`src/rtl/sram_init_bridge_if.sv`:
```
// CPU-side memory bus of the SRAM init bridge: address, active-low strobes,
// write data out to memory and registered read data back to the CPU.
interface sram_init_bridge_if;
  logic [15:0] ADDR;
  logic        OE;
  logic        WE;
  logic [15:0] Data_to_SRAM;
  logic [15:0] Data_from_SRAM;

  modport master (
    output ADDR, OE, WE, Data_to_SRAM,
    input  Data_from_SRAM
  );

  modport slave (
    input  ADDR, OE, WE, Data_to_SRAM,
    output Data_from_SRAM
  );
endinterface

```
`src/rtl/sram_init_bridge.sv`:
```
// SRAM init bridge: after reset, copies INIT_WORDS words from a synchronous
// program ROM into a synchronous RAM while holding the CPU, then hands the RAM
// over to the CPU bus. Addresses at or above IO_BASE are left to the I/O path.
module sram_init_bridge #(
  parameter int          AW         = 10,
  parameter int          INIT_WORDS = 256,
  parameter logic [15:0] IO_BASE    = 16'hFE00
) (
  input  logic                Clk,
  input  logic                Reset,
  sram_init_bridge_if.slave   cpu,
  output logic                Cpu_Hold,
  output logic                Init_Done,
  output logic [AW-1:0]       rom_addr,
  input  logic [15:0]         rom_data,
  output logic [AW-1:0]       ram_addr,
  output logic [15:0]         ram_wdata,
  output logic                ram_we,
  input  logic [15:0]         ram_rdata
);

  typedef enum logic [1:0] {S_INIT, S_FLUSH, S_RUN} state_t;

  // One extra counter bit so INIT_WORDS == 2^AW does not wrap the copy count.
  localparam int             CW   = AW + 1;
  localparam logic [CW-1:0]  LAST = CW'(INIT_WORDS - 1);

  state_t          r_state;
  state_t          w_next;
  logic [CW-1:0]   r_cnt;
  logic            r_wr_pend;   // a ROM address went out last cycle; its data is here now
  logic            r_rd_pend;   // RAM read issued last edge; capture ram_rdata next edge
  logic [15:0]     r_dout;

  logic            w_in_mem;
  logic            w_cpu_wr;
  logic            w_cpu_rd;
  logic [AW-1:0]   w_cnt_m1;

  assign w_in_mem = (cpu.ADDR < IO_BASE);
  assign w_cpu_wr = !cpu.WE && w_in_mem;
  // A simultaneous OE/WE is treated as a write only.
  assign w_cpu_rd = !cpu.OE && cpu.WE && w_in_mem;
  assign w_cnt_m1 = r_cnt[AW-1:0] - AW'(1);

  // State register.
  always_ff @(posedge Clk or posedge Reset) begin
    if (Reset) r_state <= S_INIT;
    else       r_state <= w_next;
  end

  // Next-state: copy, one flush cycle for the last ROM word, then RUN forever.
  always_comb begin
    w_next = r_state;
    case (r_state)
      S_INIT:  if (r_cnt == LAST) w_next = S_FLUSH;
      S_FLUSH: w_next = S_RUN;
      S_RUN:   w_next = S_RUN;
      default: w_next = S_INIT;
    endcase
  end

  // Copy counter, pending flags and the registered CPU read data.
  always_ff @(posedge Clk or posedge Reset) begin
    if (Reset) begin
      r_cnt     <= '0;
      r_wr_pend <= 1'b0;
      r_rd_pend <= 1'b0;
      r_dout    <= 16'h0000;
    end else begin
      r_wr_pend <= (r_state == S_INIT);
      if (r_state == S_INIT) r_cnt <= r_cnt + CW'(1);
      r_rd_pend <= (r_state == S_RUN) && w_cpu_rd;
      if (r_rd_pend) r_dout <= ram_rdata;
    end
  end

  // Outputs: ROM->RAM copy trails the ROM address by one cycle; in RUN the
  // CPU bus drives the RAM directly with the address aliased to AW bits.
  always_comb begin
    rom_addr  = '0;
    ram_addr  = '0;
    ram_wdata = 16'h0000;
    ram_we    = 1'b0;
    Init_Done = 1'b0;
    case (r_state)
      S_INIT: begin
        rom_addr  = r_cnt[AW-1:0];
        ram_addr  = w_cnt_m1;
        ram_wdata = rom_data;
        ram_we    = r_wr_pend;
      end
      S_FLUSH: begin
        ram_addr  = w_cnt_m1;
        ram_wdata = rom_data;
        ram_we    = r_wr_pend;
      end
      S_RUN: begin
        ram_addr  = cpu.ADDR[AW-1:0];
        ram_wdata = cpu.Data_to_SRAM;
        ram_we    = w_cpu_wr;
        Init_Done = 1'b1;
      end
      default: ;
    endcase
  end

  assign Cpu_Hold           = !Init_Done;
  assign cpu.Data_from_SRAM = r_dout;

endmodule

```
`src/flat_wrapper.sv`:
```
// flat-port wrapper written by rule: the top's interface ports become plain ports
module sram_init_bridge_flat 
#(
  parameter int          AW         = 10,
  parameter int          INIT_WORDS = 256,
  parameter logic [15:0] IO_BASE    = 16'hFE00
)
  (Clk, Reset, Cpu_Hold, Init_Done, rom_addr, rom_data, ram_addr, ram_wdata, ram_we, ram_rdata, cpu_ADDR, cpu_OE, cpu_WE, cpu_Data_to_SRAM, cpu_Data_from_SRAM);
  sram_init_bridge_if cpu_i ();
  input  logic Clk;
  input  logic Reset;
  output logic Cpu_Hold;
  output logic Init_Done;
  output logic [AW-1:0] rom_addr;
  input  logic [15:0] rom_data;
  output logic [AW-1:0] ram_addr;
  output logic [15:0] ram_wdata;
  output logic ram_we;
  input  logic [15:0] ram_rdata;
  input wire logic [$bits(cpu_i.ADDR)-1:0] cpu_ADDR;
  input wire logic [$bits(cpu_i.OE)-1:0] cpu_OE;
  input wire logic [$bits(cpu_i.WE)-1:0] cpu_WE;
  input wire logic [$bits(cpu_i.Data_to_SRAM)-1:0] cpu_Data_to_SRAM;
  output wire logic [$bits(cpu_i.Data_from_SRAM)-1:0] cpu_Data_from_SRAM;
  assign cpu_i.ADDR = cpu_ADDR;
  assign cpu_i.OE = cpu_OE;
  assign cpu_i.WE = cpu_WE;
  assign cpu_i.Data_to_SRAM = cpu_Data_to_SRAM;
  assign cpu_Data_from_SRAM = cpu_i.Data_from_SRAM;
  sram_init_bridge #(.AW(AW), .INIT_WORDS(INIT_WORDS), .IO_BASE(IO_BASE)) u_core (.Clk(Clk), .Reset(Reset), .cpu(cpu_i), .Cpu_Hold(Cpu_Hold), .Init_Done(Init_Done), .rom_addr(rom_addr), .rom_data(rom_data), .ram_addr(ram_addr), .ram_wdata(ram_wdata), .ram_we(ram_we), .ram_rdata(ram_rdata));
endmodule
```
`config.mk`:
```
export PLATFORM = sky130hd
export DESIGN_NAME = sram_init_bridge_flat
export DESIGN_NICKNAME = d
export VERILOG_FILES = /design/src/rtl/sram_init_bridge_if.sv /design/src/rtl/sram_init_bridge.sv /design/src/flat_wrapper.sv
export SDC_FILE = /design/constraint.sdc
export NUM_CORES = 1
export LEC_CHECK = 0
export CAP_MARGIN = 0
export CORE_ASPECT_RATIO = 1.2
export CORE_MARGIN = 2
export CORE_UTILIZATION = 39
export DETAILED_ROUTE_END_ITERATION = 10
export GPL_ROUTABILITY_DRIVEN = 0
export PLACE_DENSITY = 0.85
export SYNTH_ARGS = -nofsm -noshare
export SYNTH_HDL_FRONTEND = slang
export SYNTH_SLANG_ARGS = --single-unit
```
`constraint.sdc`:
```
create_clock -name Clk -period 3.6 [get_ports Clk]
set_input_delay 0.72 -clock Clk [delete_from_list [all_inputs] [get_ports Clk]]
set_output_delay 0.72 -clock Clk [all_outputs]
set_load 0.005 [all_outputs]
```
After elaboration in Yosys (flattened, before gate mapping):

Cells that the tools add are included.

* reductions and logical operators: 10
* equality and inequality tests: 4
* add/sub/neg operators: 2
* magnitude comparators: 1
* $mul: 0
* shift-type cells: 0
* multiplexer cells: 7
* bitwise logic cells: 0
* divide/modulo/power cells: 0

Operators with widths (number)
* $pmux 16 s2: 1
* $pmux 10 s2: 1
* $lt 16x16->1 const B: 1
* $add 11x1->11 const B: 1
* $eq 11x8->1 const B: 1
* $mux 10: 1
* $sub 10x1->10 const B: 1
* $logic_and 1x1->1: 4
* $pmux 2 s2: 1
* $reduce_or 2->1: 2
* $logic_not 1->1: 3
* $eq 2x1->1 const B: 1
* $eq 2x2->1 const B: 1
* $logic_not 2->1: 1
* $mux 2: 1
* $ne 2x1->1 const B: 1
* $pmux 1 s2: 1
* $mux 1: 1

* input port bits: 68
* flip-flop bits (word level): 31
* bits in read-only memories: 0
* logic and storage cells: 29
* memories kept: 0
* latch bits: 0
* RAM bits: 0

Depth between registers and ports, before layout:

* depth in word-level cells: 4
* depth in mapped cells: 7
* mapped depth without buffers: 6

Least setup slack after synthesis:

No wires, ideal clock.

* path type: flip-flop to output port
* start point: reg u_core.r_state[0]
* end point: out ram_wdata[10]
* data required time: 2880 ps
* arrival time: 1469 ps
* stages on the path, launching flop included: 8
* slack: 1411 ps
* cells stage by stage: dfrtp_1 > inv_1 > ha_1 > or2_1 > clkbuf_1 > clkbuf_1 > a22oi_1 > nor2_1

* longest elaborated chain between the ends: 3
* elaborated cells between the ends (all ways): 5
* those cells by class: 2 x eq/ne; 1 x mux; 2 x reduce/logical

Ends and longest elaborated chain
* start: declaration: line sram_init_bridge.sv:28 `state_t r_state;`
* start signal: assignment: line sram_init_bridge.sv:49 `else r_state <= w_next;`
* $eq 2x1->1 / $logic_not 2->1 (equally long branches): line sram_init_bridge.sv:86 `case (r_state)`
* $reduce_or 2->1 (no line)
* $pmux 16 s2 (*): line sram_init_bridge.sv:86
* end: declaration: line flat_wrapper.sv:17 `output logic [15:0] ram_wdata;`

Mark *: on every way between the ends. The rest lies on a longest branch, timed or not.

Worst setup path after layout:

* start point: reg u_core.r_state[0]
* end point: out ram_we

* longest elaborated chain between the ends: 3
* elaborated cells between the ends (all ways): 5
* those cells by class: 2 x eq/ne; 1 x mux; 2 x reduce/logical

Ends and longest elaborated chain
* $eq 2x1->1 / $logic_not 2->1 (equally long branches): line sram_init_bridge.sv:86
* $reduce_or 2->1 (no line)
* $pmux 1 s2 (*): line sram_init_bridge.sv:86
* end: declaration: line flat_wrapper.sv:18 `output logic ram_we;`

Marked as above.

==> impl_results.md <==
- RSZ-0062 raised after global routing: no
- DRC errors left: 0
- Starting DRT DRC Count: 105
- Max Cap Violations: 0
- Part of the Yosys area used for sequential elements: 0.408
- N_diodes: 0
- Placed cell area: 0.00314 sq mm
- Number of port buffers: around 120
- Die width: 67.7 um
- Met2 wire length: 3130 um
- Final hold slack: 0.456 ns
- Final setup TNS: 0 ns
- Largest net degree at the start of global routing: 32
- Slew HR: 0.511
- Crit. End Element: primary output
- # rows: 27
- M1 WL: between 2000 and 2500 um
- Final instance area: around 0.0033 sq mm
- Fin worst setup slack: 0.427 ns
- CP Data Required Time: about 2.9 ns
- # resized after CTS: 0
- Clk_skew: 0.00385 ns
- Placed Instances: 360
- Wire length of the first global-routing pass: 8660 um
- CTS tree: built
- Drt first pass iters: 4
- Post-synth top area share: 0.408
- Crit-path slowest cell: clkdlybuf4s50_1
- Post-synth EDFFs: 0
- Fillers: 365
- Synth-to-layout area growth: 71.3%
- Post-Route WL: approximately 5800 um
- Top Ports: approximately 120
- Fin. Hold Viols: 0
- Antenna violations before repair: 0
- Synth Register Bits: 31
- Number of CTS-inserted buffers: 5
- Largest cells by area after synthesis: dfrtp_1 41%, mux2_2 9.5%, a22oi_1 7.1%
- Clk slew on worst S/H paths: 0.06 ns
- Detail Route met3 WL: just under 400 um
- Core area: 0.00463 sq mm
- Max incr delay on CP: 0.57 ns
- H-tree depth: 2
- CTS Hold Bufs: 0
- Delay-heaviest family, CP: simple AND/OR/NAND/NOR gates
- Starting Density: 0.410
- Buf+Inv Stages, Crit Path: 1
- Place WS: slightly above 0.7 ns
- Total Nets Final: 383
- Worst Tran Pin Value: about 0.73 ns
- Synth unique cells: 34
- Max FO, Critical Path: 22
- Max Fclk: 315 MHz
- Worst Path Arrival: 2.45 ns
- Top routing layer used: met4
- Syn Inst Count: 192
- Synthesized area per cell: 9.89 sq um
- Critical path startpoint category: flip-flop
- Dpl hpwl: 4380 um
- DRT antenna net count: 0
- CTS Buffer Depth: 2
- Mapped Nets: ~270
- Critical path class: reg -> out
- Chip height: 80.4 um
- Share of cells above drive strength 1: 0.100
- Cell chain of the critical path: ha_1 -> nor2_1 -> nand2_1 -> o41ai_1 -> clkdlybuf4s50_1
- CTS root buf: clkbuf_8
- Wire per inst: 15.8 um
- CTS Sinks: 31
- Max VDD drop: 178 uV
- Top FF cell, synth: dfrtp_1
- Vias per cell: 5.11
- Leakage: 0.00145 uW
- Die ar.: 0.00545 sq mm
- Asr flop ratio synth: 1.00
- Yosys top cell by area: dfrtp_1
- Worst-Skew Late Latency: 0.29 ns
- PwrDens: 251 mW/mm^2
- Final setup violation count: 0
- Status: completed
- Global-route total usage across every layer: 0.212
- Mapped Area: around 0.0019 sq mm
- Synth warnings: 0
- Vias in the first global route: 1777
- Via count: 1879
- Count of final max-slew check failures: 0
- Worst Hold Class: reg -> reg
- Post-CTS setup repair buffer count: 0
- Fin crit share: 0.881
- Minimum clock period: roughly 3.2 ns
- GRT overflow: 0
- Final Instance Count excl. Fillers: around 370
[routing by layer]
layer  vias up  track usage
met1       904        0.253
met3         7       0.0406
met5         -            0
met2        66        0.367
li1        902            -
met4         0       0.0837
[synth_stat cells (2+ instances only)]
library cell and number:
a22o_1 7, a22oi_1 18, and2_1 10, buf_2 3
buf_4 3, clkbuf_1 7, dfrtp_1 31, ha_1 6
inv_1 6, mux2_2 16, nand2_1 9, nand3_1 4
nand4_1 4, nor2_1 28, nor3_1 4, nor4_1 2
xnor2_1 9, xor2_1 9
[placed cells by master (no fill, tap or decap), types with 2 or more instances in the layout]
master           instances
dfrtp_1                 31
xnor2_1                  9
and2_1                  10
nand2_1                  9
a22oi_1                 18
a22o_1                   7
buf_4                    3
ha_1                     6
nor3_1                   4
nor2_1                  28
inv_1                    6
nand4_1                  4
clkdlybuf4s50_1        122
nand3_1                  4
nor4_1                   2
clkbuf_8                 6
mux2_2                  16
xor2_1                   9
[stage by stage]
step,power (uW),utilization
2_1_floorplan,371,-
6_report,816,0.703
3_3_place_gp,465,0.678
4_1_cts,821,0.703
5_1_grt,849,0.703
3_5_place_dp,467,0.678
[flip-flops by register name (all words and copies together) (netlist names)]
name	count
u_core.cpu.Data_from_SRAM	16
u_core.r_cnt	11
u_core.r_rd_pend	1
u_core.r_state	2
u_core.r_wr_pend	1
[final cells by class]
type,instances,area (sq um),area share
Tap cell,58,72.6,0.0223
Inverter,6,22.5,0.00692
Clock buffer,6,82.6,0.0254
Multi-Input combinational cell,140,1020,0.314
Clock inverter,2,35.0,0.0108
Sequential cell,31,776,0.238
Timing Repair Buffer,125,1240,0.382
[report_power, final]
group / switching, uW / internal [uW]
clock: 132 / 224
combinational: 28.5 / 83.8
sequential: 0 / 348
total: 161 / 656
[path summary, 6_finish.rpt]
check	start	endpoint	slack (ns)	depth (start not counted)
hold / removal	u_core.r_cnt[10]	u_core.r_cnt[10]	0.46	1
min in group asynchronous	Reset	u_core.cpu.Data_from_SRAM[11]	0.81	3
setup / recovery	u_core.r_state[0]	ram_we	0.43	5
max in group asynchronous	Reset	u_core.r_cnt[3]	2.50	3
hold reg to reg	u_core.r_cnt[10]	u_core.r_cnt[10]	0.46	1
setup reg to reg	u_core.r_cnt[2]	u_core.r_state[1]	1.80	4
[cells by family (layout without fill, tap and decap cells)]
family                   after synthesis  after routing  synth area share
flip-flops                            31             31             0.408
adder cells (fa/ha/maj)                6              6            0.0395
buffers and inverters                 21            139            0.0534
AO/OA/AOI/OAI                         30             30             0.126
AND/OR/NAND/NOR                       69             69             0.189
multiplexers                          17             17             0.101
XOR/XNOR                              18             18            0.0830
Power figures use the tool's default switching activity.
